<file path="config.mk">
export PLATFORM = sky130hd
export DESIGN_NAME = ram_access_mux
export DESIGN_NICKNAME = d
export VERILOG_FILES = /design/src/rtl/ram_access_mux.sv
export SDC_FILE = /design/constraint.sdc
export NUM_CORES = 1
export LEC_CHECK = 0
export ABC_AREA = 1
export CAP_MARGIN = 30
export CORE_AREA = 2 2 238 240
export DETAILED_ROUTE_END_ITERATION = 6
export DIE_AREA = 0 0 240 242
export DONT_BUFFER_PORTS = 1
export PLACE_DENSITY = 0.3
export SETUP_SLACK_MARGIN = 0.02
export SLEW_MARGIN = 30
export SYNTH_ARGS = -nofsm -noshare
export SYNTH_HDL_FRONTEND = slang
export SYNTH_SLANG_ARGS = --single-unit
</file>
<file path="constraint.sdc">
create_clock -name iCLK -period 1.1 [get_ports iCLK]
set_input_delay 0.055 -clock iCLK [delete_from_list [all_inputs] [get_ports iCLK]]
set_output_delay 0.055 -clock iCLK [all_outputs]
set_load 0.05 [all_outputs]
</file>
<file path="src/rtl/ram_access_mux.sv">
// Registers one of eight RAM requesters onto a single RAM port and routes read data back.
// Compressed sources are decoded only when RAM_ACCESS_MUX_RVC_EN is defined.
module ram_access_mux #(
    parameter int ADDR_W = 8,
    parameter int DATA_W = 32
) (
    input  logic              iCLK,
    input  logic              iRST,
    input  logic [6:0]        OPCODE,
    input  logic [31:0]       iIR,
    input  logic [15:0]       iIR_C,

    input  logic              iRAM_CE_I,
    input  logic              iRAM_RD_I,
    input  logic              iRAM_WR_I,
    input  logic [ADDR_W-1:0] iRAM_ADDR_I,
    input  logic [DATA_W-1:0] iRAM_DATA_WR_I,
    output logic [DATA_W-1:0] oRAM_DATA_RD_I,

    input  logic              iRAM_CE_S,
    input  logic              iRAM_RD_S,
    input  logic              iRAM_WR_S,
    input  logic [ADDR_W-1:0] iRAM_ADDR_S,
    input  logic [DATA_W-1:0] iRAM_DATA_WR_S,
    output logic [DATA_W-1:0] oRAM_DATA_RD_S,

    input  logic              iRAM_CE_A,
    input  logic              iRAM_RD_A,
    input  logic              iRAM_WR_A,
    input  logic [ADDR_W-1:0] iRAM_ADDR_A,
    input  logic [DATA_W-1:0] iRAM_DATA_WR_A,
    output logic [DATA_W-1:0] oRAM_DATA_RD_A,

    input  logic              iRAM_CE_F,
    input  logic              iRAM_RD_F,
    input  logic              iRAM_WR_F,
    input  logic [ADDR_W-1:0] iRAM_ADDR_F,
    input  logic [DATA_W-1:0] iRAM_DATA_WR_F,
    output logic [DATA_W-1:0] oRAM_DATA_RD_F,

    input  logic              iRAM_CE_CI,
    input  logic              iRAM_RD_CI,
    input  logic              iRAM_WR_CI,
    input  logic [ADDR_W-1:0] iRAM_ADDR_CI,
    output logic [DATA_W-1:0] oRAM_DATA_RD_CI,

    input  logic              iRAM_CE_CSS,
    input  logic              iRAM_RD_CSS,
    input  logic              iRAM_WR_CSS,
    input  logic [ADDR_W-1:0] iRAM_ADDR_CSS,
    input  logic [DATA_W-1:0] iRAM_DATA_WR_CSS,

    input  logic              iRAM_CE_CL,
    input  logic              iRAM_RD_CL,
    input  logic              iRAM_WR_CL,
    input  logic [ADDR_W-1:0] iRAM_ADDR_CL,
    output logic [DATA_W-1:0] oRAM_DATA_RD_CL,

    input  logic              iRAM_CE_CS,
    input  logic              iRAM_RD_CS,
    input  logic              iRAM_WR_CS,
    input  logic [ADDR_W-1:0] iRAM_ADDR_CS,
    input  logic [DATA_W-1:0] iRAM_DATA_WR_CS,

    output logic              oRAM_CE,
    output logic              oRAM_RD,
    output logic              oRAM_WR,
    output logic [ADDR_W-1:0] oRAM_ADDR,
    output logic [DATA_W-1:0] oRAM_DATA_WR,
    input  logic [DATA_W-1:0] iRAM_DATA_RD
);

    localparam logic [3:0] SRC_NONE = 4'd0;
    localparam logic [3:0] SRC_I    = 4'd1;
    localparam logic [3:0] SRC_S    = 4'd2;
    localparam logic [3:0] SRC_A    = 4'd3;
    localparam logic [3:0] SRC_F    = 4'd4;
    localparam logic [3:0] SRC_CI   = 4'd5;
    localparam logic [3:0] SRC_CSS  = 4'd6;
    localparam logic [3:0] SRC_CL   = 4'd7;
    localparam logic [3:0] SRC_CS   = 4'd8;

    localparam logic [2:0] SEL_I  = 3'd1;
    localparam logic [2:0] SEL_S  = 3'd2;
    localparam logic [2:0] SEL_A  = 3'd3;
    localparam logic [2:0] SEL_F  = 3'd4;
    localparam logic [2:0] SEL_CI = 3'd5;
    localparam logic [2:0] SEL_CL = 3'd7;

    logic [3:0]        src_d;
    logic [2:0]        sel_d, sel_q;
    logic              ce_d, ce_q;
    logic              rd_d, rd_q;
    logic              wr_d, wr_q;
    logic [ADDR_W-1:0] addr_d, addr_q;
    logic [DATA_W-1:0] data_d, data_q;

    always_comb begin
        src_d = SRC_NONE;
        if (iIR[1:0] == 2'b11) begin
            case (OPCODE)
                7'b0000011: src_d = SRC_I;
                7'b0100011: src_d = SRC_S;
                7'b0101111: src_d = SRC_A;
                7'b0000111,
                7'b0100111: src_d = SRC_F;
                default:    src_d = SRC_NONE;
            endcase
        end else begin
`ifdef RAM_ACCESS_MUX_RVC_EN
            case ({iIR_C[1:0], iIR_C[15:13]})
                5'b10_010: src_d = SRC_CI;
                5'b10_110: src_d = SRC_CSS;
                5'b00_010: src_d = SRC_CL;
                5'b00_110: src_d = SRC_CS;
                default:   src_d = SRC_NONE;
            endcase
`else
            src_d = SRC_NONE;
`endif
        end
    end

    // CS reuses the CSS code: neither returns read data, so routing is unaffected
    always_comb begin
        sel_d = (src_d == SRC_CS) ? 3'd6 : src_d[2:0];
    end

    always_comb begin
        ce_d   = 1'b0;
        rd_d   = 1'b0;
        wr_d   = 1'b0;
        addr_d = addr_q;
        data_d = data_q;
        case (src_d)
            SRC_I: begin
                ce_d   = iRAM_CE_I;
                rd_d   = iRAM_RD_I;
                wr_d   = iRAM_WR_I;
                addr_d = iRAM_ADDR_I;
                data_d = iRAM_DATA_WR_I;
            end
            SRC_S: begin
                ce_d   = iRAM_CE_S;
                rd_d   = iRAM_RD_S;
                wr_d   = iRAM_WR_S;
                addr_d = iRAM_ADDR_S;
                data_d = iRAM_DATA_WR_S;
            end
            SRC_A: begin
                ce_d   = iRAM_CE_A;
                rd_d   = iRAM_RD_A;
                wr_d   = iRAM_WR_A;
                addr_d = iRAM_ADDR_A;
                data_d = iRAM_DATA_WR_A;
            end
            SRC_F: begin
                ce_d   = iRAM_CE_F;
                rd_d   = iRAM_RD_F;
                wr_d   = iRAM_WR_F;
                addr_d = iRAM_ADDR_F;
                data_d = iRAM_DATA_WR_F;
            end
`ifdef RAM_ACCESS_MUX_RVC_EN
            SRC_CI: begin
                ce_d   = iRAM_CE_CI;
                rd_d   = iRAM_RD_CI;
                wr_d   = iRAM_WR_CI;
                addr_d = iRAM_ADDR_CI;
                data_d = '0;
            end
            SRC_CSS: begin
                ce_d   = iRAM_CE_CSS;
                rd_d   = iRAM_RD_CSS;
                wr_d   = iRAM_WR_CSS;
                addr_d = iRAM_ADDR_CSS;
                data_d = iRAM_DATA_WR_CSS;
            end
            SRC_CL: begin
                ce_d   = iRAM_CE_CL;
                rd_d   = iRAM_RD_CL;
                wr_d   = iRAM_WR_CL;
                addr_d = iRAM_ADDR_CL;
                data_d = '0;
            end
            SRC_CS: begin
                ce_d   = iRAM_CE_CS;
                rd_d   = iRAM_RD_CS;
                wr_d   = iRAM_WR_CS;
                addr_d = iRAM_ADDR_CS;
                data_d = iRAM_DATA_WR_CS;
            end
`endif
            default: ;
        endcase
    end

    always_ff @(posedge iCLK or negedge iRST) begin
        if (!iRST) begin
            sel_q  <= '0;
            ce_q   <= 1'b0;
            rd_q   <= 1'b0;
            wr_q   <= 1'b0;
            addr_q <= '0;
            data_q <= '0;
        end else begin
            sel_q  <= sel_d;
            ce_q   <= ce_d;
            rd_q   <= rd_d;
            wr_q   <= wr_d;
            addr_q <= addr_d;
            data_q <= data_d;
        end
    end

    assign oRAM_CE      = ce_q;
    assign oRAM_RD      = rd_q;
    assign oRAM_WR      = wr_q;
    assign oRAM_ADDR    = addr_q;
    assign oRAM_DATA_WR = data_q;

    assign oRAM_DATA_RD_I = (rd_q && sel_q == SEL_I) ? iRAM_DATA_RD : '0;
    assign oRAM_DATA_RD_S = (rd_q && sel_q == SEL_S) ? iRAM_DATA_RD : '0;
    assign oRAM_DATA_RD_A = (rd_q && sel_q == SEL_A) ? iRAM_DATA_RD : '0;
    assign oRAM_DATA_RD_F = (rd_q && sel_q == SEL_F) ? iRAM_DATA_RD : '0;

`ifdef RAM_ACCESS_MUX_RVC_EN
    assign oRAM_DATA_RD_CI = (rd_q && sel_q == SEL_CI) ? iRAM_DATA_RD : '0;
    assign oRAM_DATA_RD_CL = (rd_q && sel_q == SEL_CL) ? iRAM_DATA_RD : '0;

    logic unused_bits;
    assign unused_bits = ^{iIR[31:2], iIR_C[12:2]};
`else
    assign oRAM_DATA_RD_CI = '0;
    assign oRAM_DATA_RD_CL = '0;

    // Compressed ports stay on the boundary but feed nothing in this build
    logic unused_bits;
    assign unused_bits = ^{iIR[31:2], iIR_C,
                           iRAM_CE_CI, iRAM_RD_CI, iRAM_WR_CI, iRAM_ADDR_CI,
                           iRAM_CE_CSS, iRAM_RD_CSS, iRAM_WR_CSS,
                           iRAM_ADDR_CSS, iRAM_DATA_WR_CSS,
                           iRAM_CE_CL, iRAM_RD_CL, iRAM_WR_CL, iRAM_ADDR_CL,
                           iRAM_CE_CS, iRAM_RD_CS, iRAM_WR_CS,
                           iRAM_ADDR_CS, iRAM_DATA_WR_CS};
`endif

endmodule

</file>
==> results of run 1 <==
[layout make-up]
class | instances | area (um^2)
diodes | 4 | 10.0
clock buffers | 7 | 133
clock inverters | 1 | 30.0
fillers | 6158 | 44300
inverters | 73 | 320
multi-input cells | 632 | 3830
flip-flops and latches | 46 | 1150
well taps | 756 | 946
repair buffers | 339 | 5020
[path summary, 6_finish.rpt]
kind	end	slack [ns]
max	oRAM_DATA_RD_F[11]	-0.50
min	oRAM_DATA_WR[14]$_DFFE_PN0P_	-0.57
max reg2reg	oRAM_ADDR[6]$_DFFE_PN0P_	0.45
min reg2reg	oRAM_ADDR[5]$_DFFE_PN0P_	0.48
max in group asynchronous	oRAM_DATA_WR[3]$_DFFE_PN0P_	1.56
min in group iCLK	oRAM_ADDR[1]$_DFFE_PN0P_	0
[cell usage in the layout, fill, tap and decap left out, types with 7 or more instances in the layout]
cell type        n
buf_12         157
nand3_1         72
nor2_4         134
nor2_1         112
nand3_2          7
clkbuf_16       16
o21ai_1          8
dfrtp_1         45
nand2_1        157
nor2_2          13
dlygate4sd3_1   62
buf_4           86
conb_1          64
inv_1           62
nand4_1         20
buf_6           17
nand2_2         16
[state kept, by name, indices dropped and copies added (netlist names)]
signal        count
sel_q             3
oRAM_DATA_WR     32
oRAM_CE           1
oRAM_WR           1
oRAM_RD           1
oRAM_ADDR         8
[metrics by stage]
step	power [mW]	area [um^2]	std cells
floorplan	4.51	6060	861
global placement	5.23	9680	1744
detailed placement	5.22	9680	1744
CTS	7.33	10700	1819
global route	7.67	11400	1855
finish	7.28	11400	1858
[layer usage]
layer / part of all wire [%] / GRT usage, % / routed length (um)
met4: 2.1 / 2.14 / 659
met3: 9.8 / 3.87 / 3080
met1: 39 / 10.6 / 12300
met5: 0.038 / 0 / 12
met2: 49 / 15.8 / 15300
[worst max-delay path: stages (launching register included)]
cell and delay, ns:
dfrtp_1 0.40, inv_2 0.06, nand4_1 0.14, buf_12 0.20, buf_12 0.16, nor2_4 0.12
buf_12 0.14
[kinds of logic after synthesis]
family | count (synthesis) | synth area share (%)
other | 1 | 0.0829
and+or+nand+nor | 546 | 50.0
AOI/OAI and AO/OA | 22 | 2.85
DFF | 46 | 25.4
buffers and inverters | 183 | 21.7
[power by group]
part           internal, mW  total, mW  switching (mW)
clock network          1.08       1.84           0.759
registers              2.00       2.20           0.201
logic                 0.825       3.24            2.41
total                  3.91       7.28            3.37
[what timing repair did]
action,CTS,global route
pin swaps,2,32
buffers inserted,2,20
setup endpoints to repair,133,159
hold endpoints to repair,77,46
gates resized for setup,26,76
cloned,3,15
==> flow_metrics.py, run 1 <==
metrics = {
    "die": {
        "ios": 604,
        "core_um2": 55700,
        "die_w_um": 240,
        "die_h_um": 242,
        "start_util_pct": 8.12,
        "rows": 87,
        "die_area_um2": 58100,
    },
    "global_routing": {
        "grt_overflow": 0,
        "grt_max_degree": 47,
        "antenna_found_initial": 4,
        "grt_pass1_wl_um": 39500,
        "grt_pass1_vias": 5917,
        "grt_usage_pct": 9.21,
    },
    "sta": {
        "finalCritPeriodShare_pct": 145,
        "rsz0062_at_grt": "true",
        "holdWs_ns": -0.569,
        "min_period_ns": 1.60,
        "setup_viol": 134,
        "hold_viol_final": 46,
        "setup_slack_ns": -0.500,
        "tns_ns": -57.82,
        "timing.final.max_slew_violations": 0,
        "fin_skew_ns": 0,
        "fmax_mhz": 625,
    },
    "worst_setup_path": {
        "critical_path.max_fanout": 10,
        "r2r_cells": 2,
        "path_class": "reg2out",
        "crit_arrival_ns": 1.54,
        "cp-end-kind": "primary output",
        "cp-start-kind": "flip-flop",
        "cp.required_ns": 1.04,
        "worstReg2RegStart": "oRAM_ADDR[6]$_DFFE_PN0P_",
        "startpoint": "sel_q[0]$_DFF_PN0_",
    },
    "logic_synthesis": {
        "synth_top_cells_by_count": "nor2_1 (254), nand2_1 (177), nand3_1 (81), buf_4 (70), inv_1 (68)",
        "yosysTopAreaCellShare_pct": 25.4,
        "synth.distinct_cells": 24,
        "async_flop_share_pct": 100,
        "synth_area_leader_cell": "dfrtp_1",
        "syn-cell-area_um2": 4520,
        "synth_area_leaders": "dfrtp_1 (25%), nor2_1 (21%), nand2_1 (15%)",
        "synth_ff_type": "dfrtp_1",
        "synth_edf_count": 0,
        "yosys_register_bits": 46,
        "yosys.cell_count.top_type": "nor2_1",
        "synthCells": 798,
        "synth_seq_area_share_pct": 25.4,
        "syn_avg_cell_area_um2": 5.67,
        "yosysWarnings": 0,
    },
    "power": {
        "leakagePower_nw": 4.76,
        "peakVddDrop_mv": 0.469,
        "power_density_nw_per_um2": 637,
    },
    "drt": {
        "totalWireLength_um": 31400,
        "num_vias": 6086,
        "drc": 0,
        "drtPass1Iterations": 5,
        "viasPerCell": 3.28,
        "drt_iter0_drc": 271,
        "wl_per_cell_um": 16.9,
        "ant_nets": 0,
    },
    "cts": {
        "tritoncts": "done",
        "clock_path_buffers": 2,
        "numCtsBuffers": 5,
        "cts_sinks": 46,
        "insertion_delay_ns": 0.31,
        "cts_hold_buf": 62,
        "htreeDepth": 2,
        "path_clk_slew_ns": 0.07,
        "root_buffer": "clkbuf_16",
    },
    "place": {
        "dp.final_hpwl_um": 22300,
        "place_ws_ns": -0.437,
        "placement.io_buffers": 0,
        "place_congestion": 0.787,
    },
    "final_layout": {
        "post-route-util_pct": 20.5,
        "final_nets": 1466,
        "area_growth_syn_to_layout_pct": 153,
        "layout-drive-gt1-share_pct": 43.9,
    },
    "status": {
        "status": "complete, but fails checks",
        "violations": "negative hold slack, negative setup slack",
    },
    "worst_hold_path": {
        "hold_class": "in2async",
    },
    "run": {
        "max_cap_violations": 0,
    },
}
No activity file was read; power rests on OpenSTA's default activity.
==> inputs of run 2 (changes only) <==
Settings changed: ABC_AREA 1 to default, CORE_AREA 2 2 238 240 to 2 2 235 237, DIE_AREA 0 0 240 242 to 0 0 237 239.
==> run 2 against run 1 <==
Against the previous run: the run still ends with negative hold slack, negative setup slack left; sequential cell count is the same; worst hold slack got worse by 0.012 ns; sequential power is essentially flat; register-to-register slack worse by 0.11 ns; clock power grew 21%.
==> flow_metrics.py, run 2 <==
metrics = {
    "sta": {
        "timing.final.max_slew_violations": 0,
        "setup_viol": 129,
        "holdWs_ns": -0.580,
        "rsz0062_at_grt": "true",
        "hold_viol_final": 46,
        "min_period_ns": 1.66,
        "finalCritPeriodShare_pct": 151,
        "fin_skew_ns": 0,
        "fmax_mhz": 601,
        "setup_slack_ns": -0.564,
        "tns_ns": -66.65,
    },
    "die": {
        "start_util_pct": 8.10,
        "ios": 604,
        "rows": 86,
        "die_area_um2": 56600,
        "core_um2": 54300,
        "die_h_um": 239,
        "die_w_um": 237,
    },
    "global_routing": {
        "antenna_found_initial": 9,
        "grt_overflow": 0,
        "grt_max_degree": 54,
        "grt_usage_pct": 7.55,
        "grt_pass1_wl_um": 30200,
        "grt_pass1_vias": 4302,
    },
    "worst_setup_path": {
        "cp-start-kind": "flip-flop",
        "cp_top_family": "flip-flops",
        "crit_path_cell_trace": "and4b_2 > buf_12 > and2_4 > buf_12",
        "critical_path.max_fanout": 16,
        "worstReg2RegEnd": "oRAM_DATA_WR[17]$_DFFE_PN0P_",
        "path_class": "reg2out",
        "cp-end-kind": "primary output",
        "r2r_cells": 2,
        "cp_slowest_cell": "dfrtp_2",
        "crit_arrival_ns": 1.61,
        "critPathMaxStageDelay_ns": 0.49,
        "rrSetupSlack_ns": 0.34,
        "cp_common_cell": "buf_12",
        "startpoint": "oRAM_RD$_DFF_PN0_",
        "crit_cells": 4,
        "cp.buffers_inverters": 2,
        "worstReg2RegStart": "oRAM_DATA_WR[17]$_DFFE_PN0P_",
        "cp.required_ns": 1.04,
        "crit_end": "oRAM_DATA_RD_A[0]",
    },
    "final_layout": {
        "layout_common_cells": "and2_4 (128), conb_1 (64), buf_4 (62)",
        "final_nets": 952,
        "layout-drive-gt1-share_pct": 47.4,
        "stdcell_count": 1293,
        "post-route-util_pct": 12.4,
        "area_growth_syn_to_layout_pct": 53.2,
        "final_common_cell": "and2_4",
        "largest_reg_flops": 32,
    },
    "worst_hold_path": {
        "hold_class": "in2async",
    },
    "drt": {
        "ant_nets": 0,
        "drt_iter0_drc": 74,
        "wl_per_cell_um": 17.6,
        "viasPerCell": 3.32,
        "drtPass1Iterations": 4,
        "drc": 0,
        "num_vias": 4292,
        "totalWireLength_um": 22700,
    },
    "cts": {
        "insertion_delay_ns": 0.32,
        "numCtsBuffers": 5,
        "path_clk_slew_ns": 0.08,
        "clock_path_buffers": 2,
        "cts_sinks": 46,
        "tritoncts": "done",
        "htreeDepth": 2,
        "root_buffer": "clkbuf_16",
    },
    "logic_synthesis": {
        "syn_avg_cell_area_um2": 8.93,
        "synth.distinct_cells": 34,
        "yosysTopAreaCellShare_pct": 26.2,
        "synth_ff_type": "dfrtp_1",
        "synth_seq_area_share_pct": 26.2,
        "synth_area_leader_cell": "dfrtp_1",
        "synth_top_cells_by_count": "and2_1 (129), buf_4 (64), dfrtp_1 (46), clkbuf_1 (42), o31ai_1 (41)",
        "synth_area_leaders": "dfrtp_1 (26%), and2_1 (18%), o31ai_2 (11%)",
        "syn-cell-area_um2": 4400,
        "yosysWarnings": 0,
        "synth_edf_count": 0,
        "async_flop_share_pct": 100,
        "synthCells": 493,
        "yosys_register_bits": 46,
        "yosys.cell_count.top_type": "and2_1",
    },
    "place": {
        "dp_cells": 1218,
        "placement.io_buffers": 0,
        "place_congestion": 0.797,
        "dp.final_hpwl_um": 18000,
        "place_ws_ns": -0.531,
    },
    "run": {
        "max_cap_violations": 0,
    },
    "power": {
        "peakVddDrop_mv": 0.605,
        "power_density_nw_per_um2": 1150,
        "leakagePower_nw": 2.62,
        "finalPower_mw": 7.76,
    },
    "status": {
        "violations": "negative hold slack, negative setup slack",
        "status": "complete, but fails checks",
    },
}
[run 2: per-stage QoR]
step                      area, um^2  hold WS, ns
after global routing            6740       -0.610
after floorplan                 4990       -0.241
after global placement          5830       -0.238
after detailed placement        5830       -0.239
after CTS                       6660       -0.611
final                           6740       -0.580
[run 2: cell type report]
| cell class | instances | area (um^2) |
|---|---|---|
| Antenna cell | 5 | 12.5 |
| Clock buffer | 6 | 139 |
| Clock inverter | 2 | 60.1 |
| Fill cell | 6178 | 47600 |
| Inverter | 1 | 3.75 |
| Multi-Input combinational cell | 388 | 3080 |
| Sequential cell | 46 | 1150 |
| Tap cell | 704 | 881 |
| Timing Repair Buffer | 141 | 1420 |
[run 2: what timing repair did]
| item | in CTS | in global routing |
|---|---|---|
| cloned | 0 | 1 |
| pin swaps | 6 | 11 |
| buffers inserted | 1 | 1 |
| hold buffers | 58 | 1 |
| setup endpoints to repair | 133 | 131 |
| resized for setup | 16 | 9 |
| endpoints found under the hold margin | 82 | 47 |
[run 2: cell families after synthesis]
kind of cell	after synthesis	share of synthesized area, %
DFF	46	26.2
AOI/OAI and AO/OA	169	32.9
muxes	2	0.512
and+or+nand+nor	153	22.2
other	1	0.0852
buffers and inverters	122	18.1
[run 2: where the power goes]
part / internal, mW / switching (mW) / leakage [nW]
clock network: 1.37 / 0.863 / 0.0971
logic: 0.991 / 2.36 / 1.93
registers: 1.99 / 0.184 / 0.602
[run 2: metal layers]
layer | GRT usage [%] | vias up | share of wire, %
met5 | 0 | - | 0
met4 | 3.22 | 0 | 3.2
met3 | 2.75 | 28 | 9.1
met2 | 13.1 | 322 | 49
met1 | 8.31 | 2051 | 39
li1 | - | 1891 | -
[run 2: worst min path at each step]
stage	slack, ns	end	startpoint	depth (start not counted)
4_1_cts	-0.61	oRAM_WR$_DFF_PN0_	iRST	0
6_report	-0.58	oRAM_RD$_DFF_PN0_	iRST	0
3_5_place_dp	-0.24	oRAM_DATA_WR[29]$_DFFE_PN0P_	iRST	0
5_1_grt	-0.61	oRAM_RD$_DFF_PN0_	iRST	0
3_3_place_gp	-0.24	oRAM_DATA_WR[29]$_DFFE_PN0P_	iRST	0
2_1_floorplan	-0.24	oRAM_ADDR[0]$_DFFE_PN0P_	iRST	0
[run 2: worst register-to-register path: stages (launching register included)]
cell and delay (ns):
dfrtp_1 0.43, o31ai_1 0.11, o31ai_2 0.11
==> inputs of run 3 (changes only) <==
Settings changed: HOLD_SLACK_MARGIN from default to 0.1.
Clock period 1.1 ns to 1.92 ns, I/O delays scaled along.
==> run 3 against run 2 <==
Against the previous run: the flow now finishes without violations; utilization up 4.8 points; register-to-register slack better by 0.05 ns; via count up 15%; sequential cell count unchanged; design area up 39%; critical path depth unchanged; sequential power down 18%; count of clock-buffer cells in the layout unchanged; worst setup slack better by 0.71 ns; first-iteration DRC count up 55%; combinational power down 60%; critical endpoint is now oRAM_DATA_RD_S[26]; largest power group is now sequential cells.
==> flow_metrics.py, run 3 (synthesis results as in run 2) <==
metrics = {
    "status": {
        "status": "complete, no violations",
    },
    "worst_setup_path": {
        "crit_arrival_ns": 1.68,
        "cp-start-kind": "flip-flop",
        "cp-end-kind": "primary output",
        "path_class": "reg2out",
        "crit_path_cell_trace": "and4bb_4 > buf_12 > and2_1 > buf_12",
        "cp_slowest_cell": "and4bb_4",
        "cp_common_cell": "buf_12",
        "critical_path.max_fanout": 25,
        "critPathMaxStageDelay_ns": 0.45,
        "cp.required_ns": 1.82,
        "r2r_cells": 3,
    },
    "drt": {
        "drtPass1Iterations": 4,
        "drt_iter0_drc": 115,
        "drc": 0,
        "totalWireLength_um": 25600,
        "num_vias": 4944,
        "ant_nets": 0,
        "wl_per_cell_um": 17.5,
        "viasPerCell": 3.39,
    },
    "run": {
        "max_cap_violations": 0,
    },
    "worst_hold_path": {
        "hold_class": "in2reg",
        "holdPathStages": 2,
    },
    "cts": {
        "cts_sinks": 46,
        "htreeDepth": 2,
        "clock_path_buffers": 2,
        "path_clk_slew_ns": 0.07,
        "insertion_delay_ns": 0.31,
        "root_buffer": "clkbuf_16",
        "tritoncts": "done",
        "numCtsBuffers": 5,
        "cts_setup_buffers": 0,
    },
    "die": {
        "core_um2": 54300,
        "die_w_um": 237,
        "start_util_pct": 8.10,
        "rows": 86,
        "ios": 604,
        "die_h_um": 239,
        "die_area_um2": 56600,
    },
    "sta": {
        "rsz0062_at_grt": "false",
        "finalCritPeriodShare_pct": 92.5,
        "tns_ns": 0,
        "hold_viol_final": 0,
        "min_period_ns": 1.78,
        "timing.final.max_slew_violations": 0,
        "holdWs_ns": 0.119,
        "slew-limit-headroom_pct": 49.9,
        "fmax_mhz": 563,
        "setup_viol": 0,
        "worst_slew_pin_slew_ns": 0.751,
        "fin_skew_ns": 0,
    },
    "final_layout": {
        "fill_cells": 5965,
        "layout-drive-gt1-share_pct": 29.4,
        "final_nets": 1122,
        "layout_common_cells": "dlygate4sd3_1 (149), buf_12 (134), and2_1 (129)",
        "final_common_cell": "dlygate4sd3_1",
        "stdcell_count": 1460,
        "largest_reg_flops": 32,
        "area_growth_syn_to_layout_pct": 112,
    },
    "global_routing": {
        "grt_max_degree": 47,
        "grt_usage_pct": 8.54,
        "grt_pass1_wl_um": 35100,
        "grt_overflow": 0,
        "grt_pass1_vias": 5175,
        "antenna_found_initial": 3,
    },
    "place": {
        "dp_cells": 1299,
        "placement.io_buffers": 0,
        "place_congestion": 0.703,
        "dp.final_hpwl_um": 18400,
    },
    "power": {
        "peakVddDrop_mv": 0.388,
        "power_density_nw_per_um2": 448,
        "leakagePower_nw": 3.60,
    },
}
## run 3: cell types whose count changed in the layout (fill, tap and decap cells not counted), sizes merged
cell / change
buf: +81
dlymetal6s4s: -3
diode: -3
clkinvlp: +1
clkbuf: -1
dlygate4sd3: +93
bufinv: -1
## run 3: metal layers
metal | global-route usage [%] | routed length, um | up-vias
li1 | - | - | 2226
met1 | 8.44 | 9110 | 2329
met2 | 15.6 | 12800 | 357
met3 | 3.70 | 2940 | 30
met4 | 3.53 | 681 | 2
met5 | 0 | 16 | -
## run 3: final timing paths
path	end	start	slack (ns)
setup / recovery	oRAM_DATA_RD_S[26]	sel_q[2]$_DFF_PN0_	0.14
hold / removal	oRAM_ADDR[5]$_DFFE_PN0P_	iRAM_ADDR_S[5]	0.12
setup reg to reg	oRAM_ADDR[7]$_DFFE_PN0P_	oRAM_ADDR[7]$_DFFE_PN0P_	0.39
hold reg to reg	oRAM_DATA_WR[13]$_DFFE_PN0P_	oRAM_DATA_WR[13]$_DFFE_PN0P_	0.52
max in group asynchronous	oRAM_RD$_DFF_PN0_	iRST	1.34
min in group asynchronous	oRAM_ADDR[0]$_DFFE_PN0P_	iRST	0.31
## run 3: worst max-delay path: cells and delay by family (launching register included)
kind / cells / cell delay [ns]
flip-flops: 1 / 0.39
AND/OR/NAND/NOR: 2 / 0.63
buffers and inverters: 2 / 0.33
## run 3: cell type report
type / count / area, um^2 / share of cell area (%)
clock inverter: 2 / 37.5 / 0.402
tap: 704 / 881 / 9.43
antenna: 2 / 5.00 / 0.0536
multi-input combinational: 388 / 2720 / 29.2
sequential: 46 / 1150 / 12.3
clock buffer: 6 / 129 / 1.38
timing repair buffer: 311 / 4410 / 47.2
inverter: 1 / 3.75 / 0.0402
## run 3: repair_timing
| action | 4_1_cts | 5_1_grt |
|---|---|---|
| endpoints found under the hold margin | 91 | 0 |
| hold buffers | 150 | 0 |
| resized for setup | 2 | 0 |
| endpoints found under the setup margin | 26 | 0 |
## run 3: power by group
part / switching (mW) / internal, mW / leakage (nW)
registers: 0.656 / 1.13 / 0.602
clock network: 0.442 / 0.617 / 0.0771
logic: 0.826 / 0.513 / 2.92
total: 1.92 / 2.26 / 3.60
## run 3: through the flow
step	cell area, um^2	util [%]	setup WS (ns)	power (mW)
final	9340	17.2	0.145	4.18
after global routing	9340	17.2	0.0217	4.40
after CTS	9320	17.2	0.0537	4.25
after detailed placement	7630	14.0	0.244	2.85
after global placement	7630	14.0	0.260	2.85
after floorplan	4640	-	0.202	2.66
